--- config.mk ---
export PLATFORM = sky130hd
export DESIGN_NAME = in_fifo_rd_ctrl
export DESIGN_NICKNAME = d
export VERILOG_FILES = /design/src/rtl/in_fifo_rd_ctrl.sv
export SDC_FILE = /design/constraint.sdc
export NUM_CORES = 1
export LEC_CHECK = 0
export BUFFER_PORTS_ARGS = -buffer_cell sky130_fd_sc_hd__buf_2
export CORE_ASPECT_RATIO = 1.2
export CORE_MARGIN = 8
export CORE_UTILIZATION = 50
export DETAILED_ROUTE_END_ITERATION = 10
export PLACE_DENSITY = 0.83
export SKIP_LAST_GASP = 1
export SYNTH_ARGS = -nofsm -noshare
export SYNTH_HDL_FRONTEND = slang
export SYNTH_SLANG_ARGS = --single-unit
--- constraint.sdc ---
create_clock -name RDCLK -period 2.15 [get_ports RDCLK]
set_input_delay 0 -clock RDCLK [delete_from_list [all_inputs] [get_ports RDCLK]]
set_output_delay 0 -clock RDCLK [all_outputs]
set_load 0.05 [all_outputs]
--- src/rtl/in_fifo_rd_ctrl.sv ---
// Read-side controller for IN_FIFO: sequences FIFO reset/settle, gates RDEN on
// data and downstream room, and buffers captured words in a 2-entry stream buffer.
module in_fifo_rd_ctrl #(
   parameter int unsigned RST_CYCLES = 4,
   parameter int unsigned RST_WAIT   = 8
) (
   input  logic        RDCLK,
   input  logic        RESET,
   input  logic        EN,
   input  logic        FLUSH,
   input  logic        EMPTY,
   input  logic        ALMOSTEMPTY,
   input  logic [7:0]  Q0,
   input  logic [7:0]  Q1,
   input  logic [7:0]  Q2,
   input  logic [7:0]  Q3,
   input  logic [7:0]  Q4,
   input  logic [7:0]  Q5,
   input  logic [7:0]  Q6,
   input  logic [7:0]  Q7,
   input  logic [7:0]  Q8,
   input  logic [7:0]  Q9,
   output logic        RDEN,
   output logic        FIFO_RESET,
   output logic [79:0] M_DATA,
   output logic        M_VALID,
   input  logic        M_READY,
   output logic        BUSY,
   output logic [15:0] RD_COUNT
);

   localparam int unsigned DW  = 80;
   localparam int unsigned CW  = 8;
   localparam logic [CW-1:0] CNT_HOLD   = CW'(RST_CYCLES - 1);
   localparam logic [CW-1:0] CNT_SETTLE = CW'(RST_WAIT - 1);

   typedef enum logic [1:0] {HOLD, SETTLE, RUN} state_t;

   state_t        state, state_nx;
   logic [CW-1:0] cnt, cnt_nx;
   logic          fifo_reset_c, busy_c, run_c;

   logic          inflight;
   logic [1:0]    occ;
   logic [DW-1:0] mem0, mem1;
   logic [15:0]   count;
   logic [DW-1:0] q_word;
   logic          pop, push, room;

   // State register; counter holds remaining cycles of HOLD/SETTLE minus one
   always_ff @(posedge RDCLK) begin
      if (RESET) begin
         state <= HOLD;
         cnt   <= CNT_HOLD;
      end else begin
         state <= state_nx;
         cnt   <= cnt_nx;
      end
   end

   // Next state: FLUSH restarts the reset sequence from any state
   always_comb begin
      state_nx = state;
      cnt_nx   = cnt;
      if (FLUSH) begin
         state_nx = HOLD;
         cnt_nx   = CNT_HOLD;
      end else begin
         case (state)
            HOLD: begin
               if (cnt == '0) begin
                  state_nx = SETTLE;
                  cnt_nx   = CNT_SETTLE;
               end else begin
                  cnt_nx = cnt - CW'(1);
               end
            end
            SETTLE: begin
               if (cnt == '0) begin
                  state_nx = RUN;
                  cnt_nx   = '0;
               end else begin
                  cnt_nx = cnt - CW'(1);
               end
            end
            RUN:     state_nx = RUN;
            default: begin
               state_nx = HOLD;
               cnt_nx   = CNT_HOLD;
            end
         endcase
      end
   end

   // State decode
   always_comb begin
      fifo_reset_c = 1'b0;
      busy_c       = 1'b1;
      run_c        = 1'b0;
      case (state)
         HOLD:    fifo_reset_c = 1'b1;
         SETTLE:  fifo_reset_c = 1'b0;
         RUN: begin
            busy_c = 1'b0;
            run_c  = 1'b1;
         end
         default: fifo_reset_c = 1'b1;
      endcase
   end

   assign FIFO_RESET = fifo_reset_c;
   assign BUSY       = busy_c;

   assign q_word = {Q9, Q8, Q7, Q6, Q5, Q4, Q3, Q2, Q1, Q0};
   assign pop    = (occ != 2'd0) & M_READY;
   assign push   = inflight & ~FLUSH;
   // Words owed to the buffer (held + in flight) after this cycle's pop must stay below 2
   assign room   = (3'(occ) + 3'(inflight)) < (3'd2 + 3'(pop));
   assign RDEN   = run_c & EN & ~FLUSH & ~RESET & ~EMPTY & room & ~(ALMOSTEMPTY & inflight);

   assign M_VALID  = (occ != 2'd0);
   assign M_DATA   = mem0;
   assign RD_COUNT = count;

   // In-order 2-entry buffer, mem0 is the head
   always_ff @(posedge RDCLK) begin
      if (RESET) begin
         inflight <= 1'b0;
         occ      <= 2'd0;
         mem0     <= '0;
         mem1     <= '0;
         count    <= '0;
      end else begin
         inflight <= RDEN;
         if (pop) count <= count + 16'd1;
         if (FLUSH) begin
            occ <= 2'd0;
         end else begin
            case ({push, pop})
               2'b11: begin
                  if (occ == 2'd1) begin
                     mem0 <= q_word;
                  end else begin
                     mem0 <= mem1;
                     mem1 <= q_word;
                  end
               end
               2'b01: begin
                  mem0 <= mem1;
                  occ  <= occ - 2'd1;
               end
               2'b10: begin
                  if (occ == 2'd0) mem0 <= q_word;
                  else             mem1 <= q_word;
                  occ <= occ + 2'd1;
               end
               default: occ <= occ;
            endcase
         end
      end
   end

endmodule

# Word-level counts from Yosys, hierarchy flattened
# Cells that the tools add are included.
op_classes:
  reduce_logical: 12
  n_eq_ne: 11
  shifts: 0
  order_cmp: 1
  multipliers: 0
  add_sub_neg: 6
  mux: 16
  bitwise_logic: 13
  div: 0
op_table:
  columns: ["op", "count"]
  rows:
  - ["$mux W80", 4]
  - ["$pmux W80 S3", 1]
  - ["$pmux W80 S2", 1]
  - ["$pmux W8 S3", 1]
  - ["$add A16 B1 Y16 const B", 1]
  - ["$mux W8", 2]
  - ["$ne A2 B2 Y1 const B", 5]
  - ["$and A1 B1 Y1", 9]
  - ["$logic_not A8 Y1", 1]
  - ["$sub A8 B1 Y8 const B", 1]
  - ["$eq A2 B1 Y1 const B", 3]
  - ["$eq A2 B2 Y1 const B", 3]
  - ["$pmux W2 S3", 1]
  - ["$reduce_bool A2 Y1", 3]
  - ["$logic_not A2 Y1", 2]
  - ["$mux W2", 2]
  - ["$not A1 Y1", 4]
  - ["$pmux W2 S2", 1]
  - ["$reduce_and A4 Y1", 1]
  - ["$reduce_or A2 Y1", 2]
  - ["$add A2 B1 Y3", 1]
  - ["$add A2 B1 Y3 const A", 1]
  - ["$lt A3 B3 Y1", 1]
  - ["$mux W1", 3]
  - ["5 further kinds", 5]
word_totals:
  input_bits: 87
  mem_count: 0
  register_bits: 189
  latch_bits: 0
  ram_bits: 0
  word_cells: 66
  output_inout_bits: 100
  rom_bits: 0

# Logic depth before layout (Yosys ltp)
# Gate-level depths: netlist of the first run.
depth:
  word_depth: 8
  depth_mapped: 11
  depth_no_buf: 9

# Worst setup path after synthesis of the first run
# Ideal clock, no wire load.
synth_path:
  kind: "reg-to-reg"
  start: "reg occ[0]"
  end: "reg mem0[56] (netlist: M_DATA[56])"
  setup_time_ns: 0.128
  n_path_buf: 3
  arrival_time_ns: 2.043
  required_time_ns: 2.022
  stages_incl_launch_ff: 11
  synth_period_minus_slack_ns: 2.170
  setup_slack_ns: -0.020
  path_cell_list: "dfxtp_1 inv_1 ha_1 nand2b_4 ha_1 buf_2 clkbuf_1 clkbuf_1 a21oi_1 mux2i_1 nor2_1"
synth_via:
  elab_chain_cells: 5
  word_cells_on_any_way: 12
  cone_classes: "eq/ne (5); mux (2); bitwise (1); reduce/logical (4)"
synth_lines:
  columns: ["item", "line", "rtl"]
  rows:
  - ["start, declared", "44", "logic [1:0] occ;"]
  - ["start signal, assigned", "150", "occ <= occ - 2'd1;"]
  - ["start signal, assigned", "155", "occ <= occ + 2'd1;"]
  - ["$reduce_bool A2 Y1", "115", "assign pop = (occ != 2'd0) & M_READY;"]
  - ["$and A1 B1 Y1", "115", null]
  - ["$eq A2 B2 Y1 or $eq A2 B1 Y1 (tied branches)", "139", "case ({push, pop})"]
  - ["$ne A2 B2 Y1 (no line) or $reduce_bool A3 Y1 (tied branches)", null, null]
  - ["$reduce_and A3 Y1 (no line)", null, null]
  - ["end signal, assigned", "142", "mem0 <= q_word;"]
  - ["end signal, assigned", "144", "mem0 <= mem1;"]
  - ["end signal, assigned", "149", "mem0 <= mem1;"]
  - ["end, declared", "45", "logic [DW-1:0] mem0, mem1;"]
# Several ways; a longest one is shown, not always the timed one.
# A chain may end at the register's enable or synchronous reset.

# Worst setup path in the final report of the first run
layout_path:
  start: "reg occ[1]"
  end: "reg mem1[42]"
layout_via:
  elab_chain_cells: 5
  word_cells_on_any_way: 11
  cone_classes: "eq/ne (5); mux (1); bitwise (1); reduce/logical (4)"
layout_lines:
  columns: ["item", "line", "rtl"]
  rows:
  - ["$reduce_bool A2 Y1 *", "115", null]
  - ["$and A1 B1 Y1 *", "115", null]
  - ["via pop", "48", "logic pop, push, room;"]
  - ["$eq A2 B2 Y1", "139", null]
  - ["$ne A2 B2 Y1 (no line) or $reduce_bool A2 Y1 (tied branches)", null, null]
  - ["$reduce_and A4 Y1 (no line)", null, null]
  - ["end signal, assigned", "145", "mem1 <= q_word;"]
  - ["end signal, assigned", "154", "else mem1 <= q_word;"]
  - ["end, declared", "45", null]
# Mark *: on every way through the listed nets, which the timed path passes. The rest lies on a longest branch.

==> run summary, run 1 <==
Cell count after synthesis -> 1058
Reg2Reg Launch Point -> occ[1]
Worst-path clk slew -> 0.07 ns
Arr. time, crit path -> 2.36 ns
Core Util, Final -> 0.666
Die width -> 139 um
CP Launch Type -> flop
Die Ht -> 164 um
Syn-to-layout area delta -> 32.1%
Least-Margin Pin Slew -> 0.712 ns
Share of cells above drive strength 1 -> 0.220
Final setup fails -> 0
Io pins -> 187
Drt wl/cell -> 17.1 um
CTS tree -> yes
Avg Cell Area, Syn -> 8.60 um2
CTS Buffer Depth -> 2
DIE AREA -> 22800 um2
Fin. max-slew vios -> 0
Final instance area -> 12000 um2
Residual DRC -> 0
DP Area -> 10300 um2
Min-delay src -> FLUSH
Maximum vdd ir drop -> 0.469 mV
Syn_nets -> 1158
Post-synth top area cell -> dfxtp_1
Antenna violations before repair -> 0
Sequential share of the synthesized area -> 0.416
Clk sinks -> 189
Yosys cell types -> 46
Max cap viols -> 0
Critical Path End Type -> flop
Peak Freq -> 483 MHz
Clock Tree Root -> clkbuf_16
Final ANT Viol Nets -> 0
RSZ-0062 raised after global routing -> yes
Status -> complete, no violations
CTS H-tree lvls -> 4
HPWL after DPL -> 15.7 mm
Vias in the first global route -> 8288
Final min period -> 2.07 ns
Largest net degree at the start of global routing -> 112
Lkg Pwr -> 4.61 nW
Port bufs -> 186
CP Launch Point -> occ[1]
DRT iter0 DRCs -> 622
WP data required -> 2.44 ns
TritonRoute pass-1 iters -> 8
GRT Overall Usage -> 0.217
Hold WS -> 0.108 ns
Setup CP Type -> flop to flop
Global-route wire length before repair -> 41.0 mm
Std cell rows -> 54
Worst-path fanout max -> 27
Hold Path Class -> primary input to flop
Skew final -> 0.00807 ns
Initial core utilization -> 0.504
Routed vias -> 8813
Via-to-Cell Ratio -> 5.74
Synth top area share -> 0.416
Syn Std Cell Area -> 9100 um2
Final period util -> 0.963
#FFs+latches synth -> 189
Grt ovf -> 0
Synth Warn # -> 0
Layout Nets -> 1399
TritonCTS Buffers -> 17
Final Hold Vio Count -> 0
Slew HR -> 0.525
Placer Congestion -> 0.822
PD cells -> 561 nW/um2
Post-Route WL -> 26.2 mm
Core area -> 18000 um2
Worst-skew pair later-pin latency -> 0.42 ns
Top cells by area, synth -> dfxtp_1 42%, mux2i_1 16%, a21oi_1 9.1%
report_power, final:
group,internal (mW),switching (mW),total [mW]
logic,0.178,0.169,0.348
clock network,1.57,1.33,2.89
registers,3.50,0.00276,3.50
layout by cell type, fill, tap and decap left out, types with 8 or more instances in the layout:
cell type,netlist,routed
a21oi_1,165,164
buf_4,8,17
a211oi_1,8,8
buf_2,29,185
ha_1,13,8
xnor2_1,12,12
nand2_1,170,170
inv_1,16,15
a221oi_1,74,67
dlygate4sd3_1,0,85
dfxtp_1,189,188
mux2i_1,147,147
buf_12,0,13
nor2_1,108,108
clkbuf_16,0,22
sequential cells by signal, indices dropped and copies added (netlist names):
| name | flops |
|---|---|
| M_DATA | 80 |
| mem1 | 80 |
| RD_COUNT | 16 |
| cnt | 8 |
| occ | 2 |
| state | 2 |
| inflight | 1 |
per-layer routing:
metal,up-vias,wire length [um],track usage
li1,4242,-,-
met5,-,0,0
met3,62,1590,0.0442
met1,4181,10600,0.249
met4,0,660,0.0920
met2,328,13400,0.387
critical path, cell delays in order, from the launching register on:
cell and delay [ns]:
dfxtp_2 0.33, inv_1 0.11, ha_2 0.20, nand2b_4 0.17
inv_2 0.08, ha_4 0.19, a21oi_4 0.17, o211ai_1 0.11
buf_4 0.20, clkbuf_16 0.21, nand2_1 0.09, a21oi_1 0.06
through the flow:
stage	instances	setup WS [ns]	total power [mW]	setup TNS, ns
finish	1535	0.0792	6.74	0
global route	1534	-0.0228	6.96	-0.328
CTS	1528	0.00557	6.79	0
detailed placement	1410	-0.0512	3.80	-0.0773
global placement	1410	0.101	3.80	0
floorplan	1058	0.0125	3.65	0
path summary, 6_finish.rpt:
path | end | slack [ns] | cells past startpoint
worst max-delay path | mem1[42] | 0.08 | 11
worst min register to register | mem1[79] | 0.46 | 2
worst max register to register | mem1[42] | 0.08 | 11
worst min-delay path | cnt[2] | 0.11 | 4
cell usage after synthesis (all sizes together):
cell,number
a41oi,1
and3,4
nor3,5
o21a,1
nand2b,1
nand4b,2
a21oi,166
mux2i,147
nor2b,2
nand4,4
buf,41
a22oi,7
mux2,2
nor2,108
a211oi,8
a31o,2
or2,1
a31oi,1
o211a,1
or3,2
o21ai,6
o211ai,2
nand2,170
nand3,6
dfxtp,189
xor2,5
inv,16
nand3b,1
a311oi,1
xnor2,12
nor4,6
ha,13
clkbuf,50
o31ai,1
a221oi,74
layout make-up:
type | instances | area, um2
flip-flops and latches | 189 | 3780
repair buffers | 312 | 2380
fillers | 1373 | 6030
multi-input cells | 763 | 4970
clock buffers | 21 | 470
clock inverters | 9 | 62.6
well taps | 224 | 280
diodes | 1 | 2.50
inverters | 16 | 60.1
logic make-up (layout without fill, tap and decap cells):
logic type,Yosys count,in the layout,synth area share
buffers and inverters,107,358,0.0531
AO/OA/AOI/OAI,271,272,0.188
adder cells (fa/ha/maj),13,13,0.0179
flip-flops,189,189,0.416
XOR/XNOR,17,17,0.0164
AND/OR/NAND/NOR,312,312,0.144
other,0,1,0
multiplexers,149,149,0.165
repair_timing:
item | 4_1_cts | 5_1_grt
cloned | 0 | 6
hold endpoints to repair | 90 | 0
pin swaps | 2 | 2
endpoints found under the setup margin | 36 | 149
hold buffers | 85 | 0
gates resized for setup | 2 | 25
buffers inserted | 3 | 0
Note: power is estimated with default switching activity, not from simulation.
==> run 2: changes to the inputs <==
ABC_AREA = 1   (was not set)
CORE_UTILIZATION = 40   (was 50)
PLACE_DENSITY = 0.69   (was 0.83)
==> run summary, run 2 <==
Status -> complete, no violations (unchanged)
Clk sinks -> 189 (unchanged)
Flop-to-flop setup slack -> 0.11 ns (was 0.08 ns)
Sequential share of the synthesized area -> 0.384 (was 0.416)
Predominant post-synthesis flop cell -> dfxtp_1 (unchanged)
Setup CP Type -> flop to flop (unchanged)
Worst-path clk slew -> 0.07 ns (about the same)
Avg Cell Area, Syn -> 6.69 um2 (was 8.60 um2)
Vias in the first global route -> 10100 (was 8288)
Io pins -> 187 (unchanged)
Slew HR -> 0.315 (was 0.525)
Antenna violations before repair -> 5 (was 0)
Initial core utilization -> 0.403 (was 0.504)
Leading cell type in the layout, fill and taps excluded -> nand2_1 (was dfxtp_1)
Synth Warn # -> 0 (unchanged)
PD cells -> 573 nW/um2 (was 561 nW/um2)
Cell depth of the worst min-delay path -> 4 (unchanged)
Die Ht -> 188 um (was 164 um)
Synth top area share -> 0.384 (was 0.416)
CTS Buffer Depth -> 2 (unchanged)
Post-synth EDFFs -> 0 (unchanged)
Final ANT Viol Nets -> 0 (unchanged)
Final min period -> 2.04 ns (was 2.07 ns)
TritonCTS Buffers -> 17 (unchanged)
Largest net degree at the start of global routing -> 110 (was 112)
Synth top cells by count -> 288 x nand2_1, 252 x o21ai_0, 189 x dfxtp_1, 171 x a21oi_1, 128 x nor2_1 (was 189 x dfxtp_1, 170 x nand2_1, 165 x a21oi_1, 147 x mux2i_1, 108 x nor2_1)
Least-Margin Pin Slew -> 1.03 ns (was 0.712 ns)
#FFs+latches synth -> 189 (unchanged)
Yosys cell types -> 24 (was 46)
Layout Nets -> 1791 (was 1399)
Hold Path Class -> primary input to flop (unchanged)
DRT iter0 DRCs -> 755 (was 622)
Grt ovf -> 0 (unchanged)
Port bufs -> 186 (unchanged)
Cell count after synthesis -> 1473 (was 1058)
Syn-to-layout area delta -> 28.8% (was 32.1%)
Top cells by area, synth -> dfxtp_1 38%, o21ai_0 13%, nand2_1 11% (was dfxtp_1 42%, mux2i_1 16%, a21oi_1 9.1%)
DIE AREA -> 29900 um2 (was 22800 um2)
Share of cells above drive strength 1 -> 0.161 (was 0.220)
GRT Overall Usage -> 0.199 (was 0.217)
Clock Tree Root -> clkbuf_16 (unchanged)
Max cap viols -> 0 (unchanged)
Fin cells -> 2033 (was 1535)
Final Hold Vio Count -> 0 (unchanged)
Routed vias -> 10600 (was 8813)
Lkg Pwr -> 5.47 nW (was 4.61 nW)
Worst-skew pair later-pin latency -> 0.45 ns (was 0.42 ns)
CTS tree -> yes (unchanged)
FF-to-FF path depth -> 12 (was 11)
Arr. time, crit path -> 2.41 ns (was 2.36 ns)
Via-to-Cell Ratio -> 5.20 (was 5.74)
Critical Path End Type -> flop (unchanged)
Reg2Reg Launch Point -> occ[0] (was occ[1])
Most frequent cells in the layout -> 288 x nand2_1, 252 x o21ai_0, 189 x dfxtp_1 (was 188 x dfxtp_1, 185 x buf_2, 170 x nand2_1)
Core area -> 24400 um2 (was 18000 um2)
Fin. max-slew vios -> 0 (unchanged)
Die width -> 159 um (was 139 um)
DP Area -> 11000 um2 (was 10300 um2)
Syn Std Cell Area -> 9850 um2 (was 9100 um2)
Cell Count Post-Placement -> 1901 (was 1410)
Hold Path Sink -> RD_COUNT[2] (was cnt[2])
TritonRoute pass-1 iters -> 5 (was 8)
Skew final -> 0.0138 ns (was 0.00807 ns)
Min-delay src -> M_READY (was FLUSH)
Worst-path fanout max -> 7 (was 27)
Post-Route WL -> 31.4 mm (was 26.2 mm)
WP data required -> 2.52 ns (was 2.44 ns)
Syn_nets -> 1573 (was 1158)
Final instance area -> 12700 um2 (was 12000 um2)
Worst slack, placed -> 0.0804 ns (was -0.0512 ns)
CTS H-tree lvls -> 4 (unchanged)
CP Launch Type -> flop (unchanged)
HPWL after DPL -> 18.6 mm (was 15.7 mm)
RSZ-0062 raised after global routing -> yes (unchanged)
Final setup fails -> 0 (unchanged)
Post-synth top area cell -> dfxtp_1 (unchanged)
Final period util -> 0.950 (was 0.963)
Fin worst setup slack -> 0.108 ns (was 0.0792 ns)
Peak Freq -> 490 MHz (was 483 MHz)
Count leader, synth -> nand2_1 (was dfxtp_1)
Drt wl/cell -> 15.4 um (was 17.1 um)
Worst r2r dst -> M_DATA[60] (was mem1[42])
Std cell rows -> 63 (was 54)
Placer Congestion -> 0.814 (was 0.822)
Maximum vdd ir drop -> 0.480 mV (was 0.469 mV)
FFs w/ async S/R, synth -> 0 (unchanged)
Hold WS -> 0.0602 ns (was 0.108 ns)
Residual DRC -> 0 (unchanged)
Global-route wire length before repair -> 50.1 mm (was 41.0 mm)
## run 2: per-layer routing
metal | track usage | vias to the layer above | wire, um
li1 | - | 5282 | -
met1 | 0.237 | 4876 | 13500
met2 | 0.342 | 355 | 15200
met3 | 0.0358 | 66 | 1680
met4 | 0.0974 | 2 | 1000
met5 | 0 | - | 12
## run 2: cell families after synthesis
group	after synthesis	synth area share
AO/OA/AOI/OAI	430	0.222
XOR/XNOR	7	0.00622
AND/OR/NAND/NOR	601	0.265
adder cells (fa/ha/maj)	13	0.0165
flip-flops	189	0.384
buffers and inverters	233	0.106
## run 2: power by group
part	internal [mW]	leakage [nW]	switching, mW
sequential	3.50	1.52	0.00252
clock	1.80	0.298	1.55
combinational	0.193	3.65	0.231
total	5.49	5.47	1.78
## run 2: critical path: stages, from the launching register on
cell and delay [ns]:
dfxtp_1 0.33, inv_1 0.07, ha_2 0.21, inv_4 0.07
nand2_4 0.04, ha_2 0.40, inv_8 0.09, clkbuf_2 0.16
buf_4 0.17, a21oi_1 0.11, o21ai_0 0.08, and3_1 0.15
nor2_1 0.09
## run 2: final cells by class
class                           count  area (um2)
Fill cell                        2395       11700
Multi-Input combinational cell   1051        5060
Sequential cell                   189        3780
Timing Repair Buffer              311        2350
Inverter                          121         464
Clock buffer                       18         439
Tap cell                          325         407
Clock inverter                     14         171
Antenna cell                        4        10.0
## run 2: what timing repair did
| action | 4_1_cts | 5_1_grt |
|---|---|---|
| hold buffers | 84 | 0 |
| setup endpoints to repair | 0 | 92 |
| buffers inserted | 0 | 9 |
| gates resized for setup | 0 | 9 |
| endpoints found under the hold margin | 82 | 0 |
## run 2: how the worst max path moves through the flow
stage / startpoint / end / slack (ns) / cells after the start
final: occ[0] / M_DATA[60] / 0.11 / 12
after global routing: occ[0] / M_DATA[61] / -0.04 / 12
after CTS: occ[0] / mem1[13] / 0.07 / 10
after detailed placement: occ[0] / M_DATA[28] / 0.08 / 11
after global placement: occ[0] / M_DATA[25] / 0.11 / 11
after floorplan: occ[0] / M_DATA[0] / 0.02 / 11
## run 2: metrics by stage
| stage | TNS, ns | total power [mW] | utilization |
|---|---|---|---|
| 2_1_floorplan | 0 | 3.72 | - |
| 3_3_place_gp | 0 | 3.88 | 0.452 |
| 3_5_place_dp | 0 | 3.88 | 0.452 |
| 4_1_cts | 0 | 7.34 | 0.512 |
| 5_1_grt | -0.159 | 7.51 | 0.519 |
| 6_report | 0 | 7.27 | 0.519 |
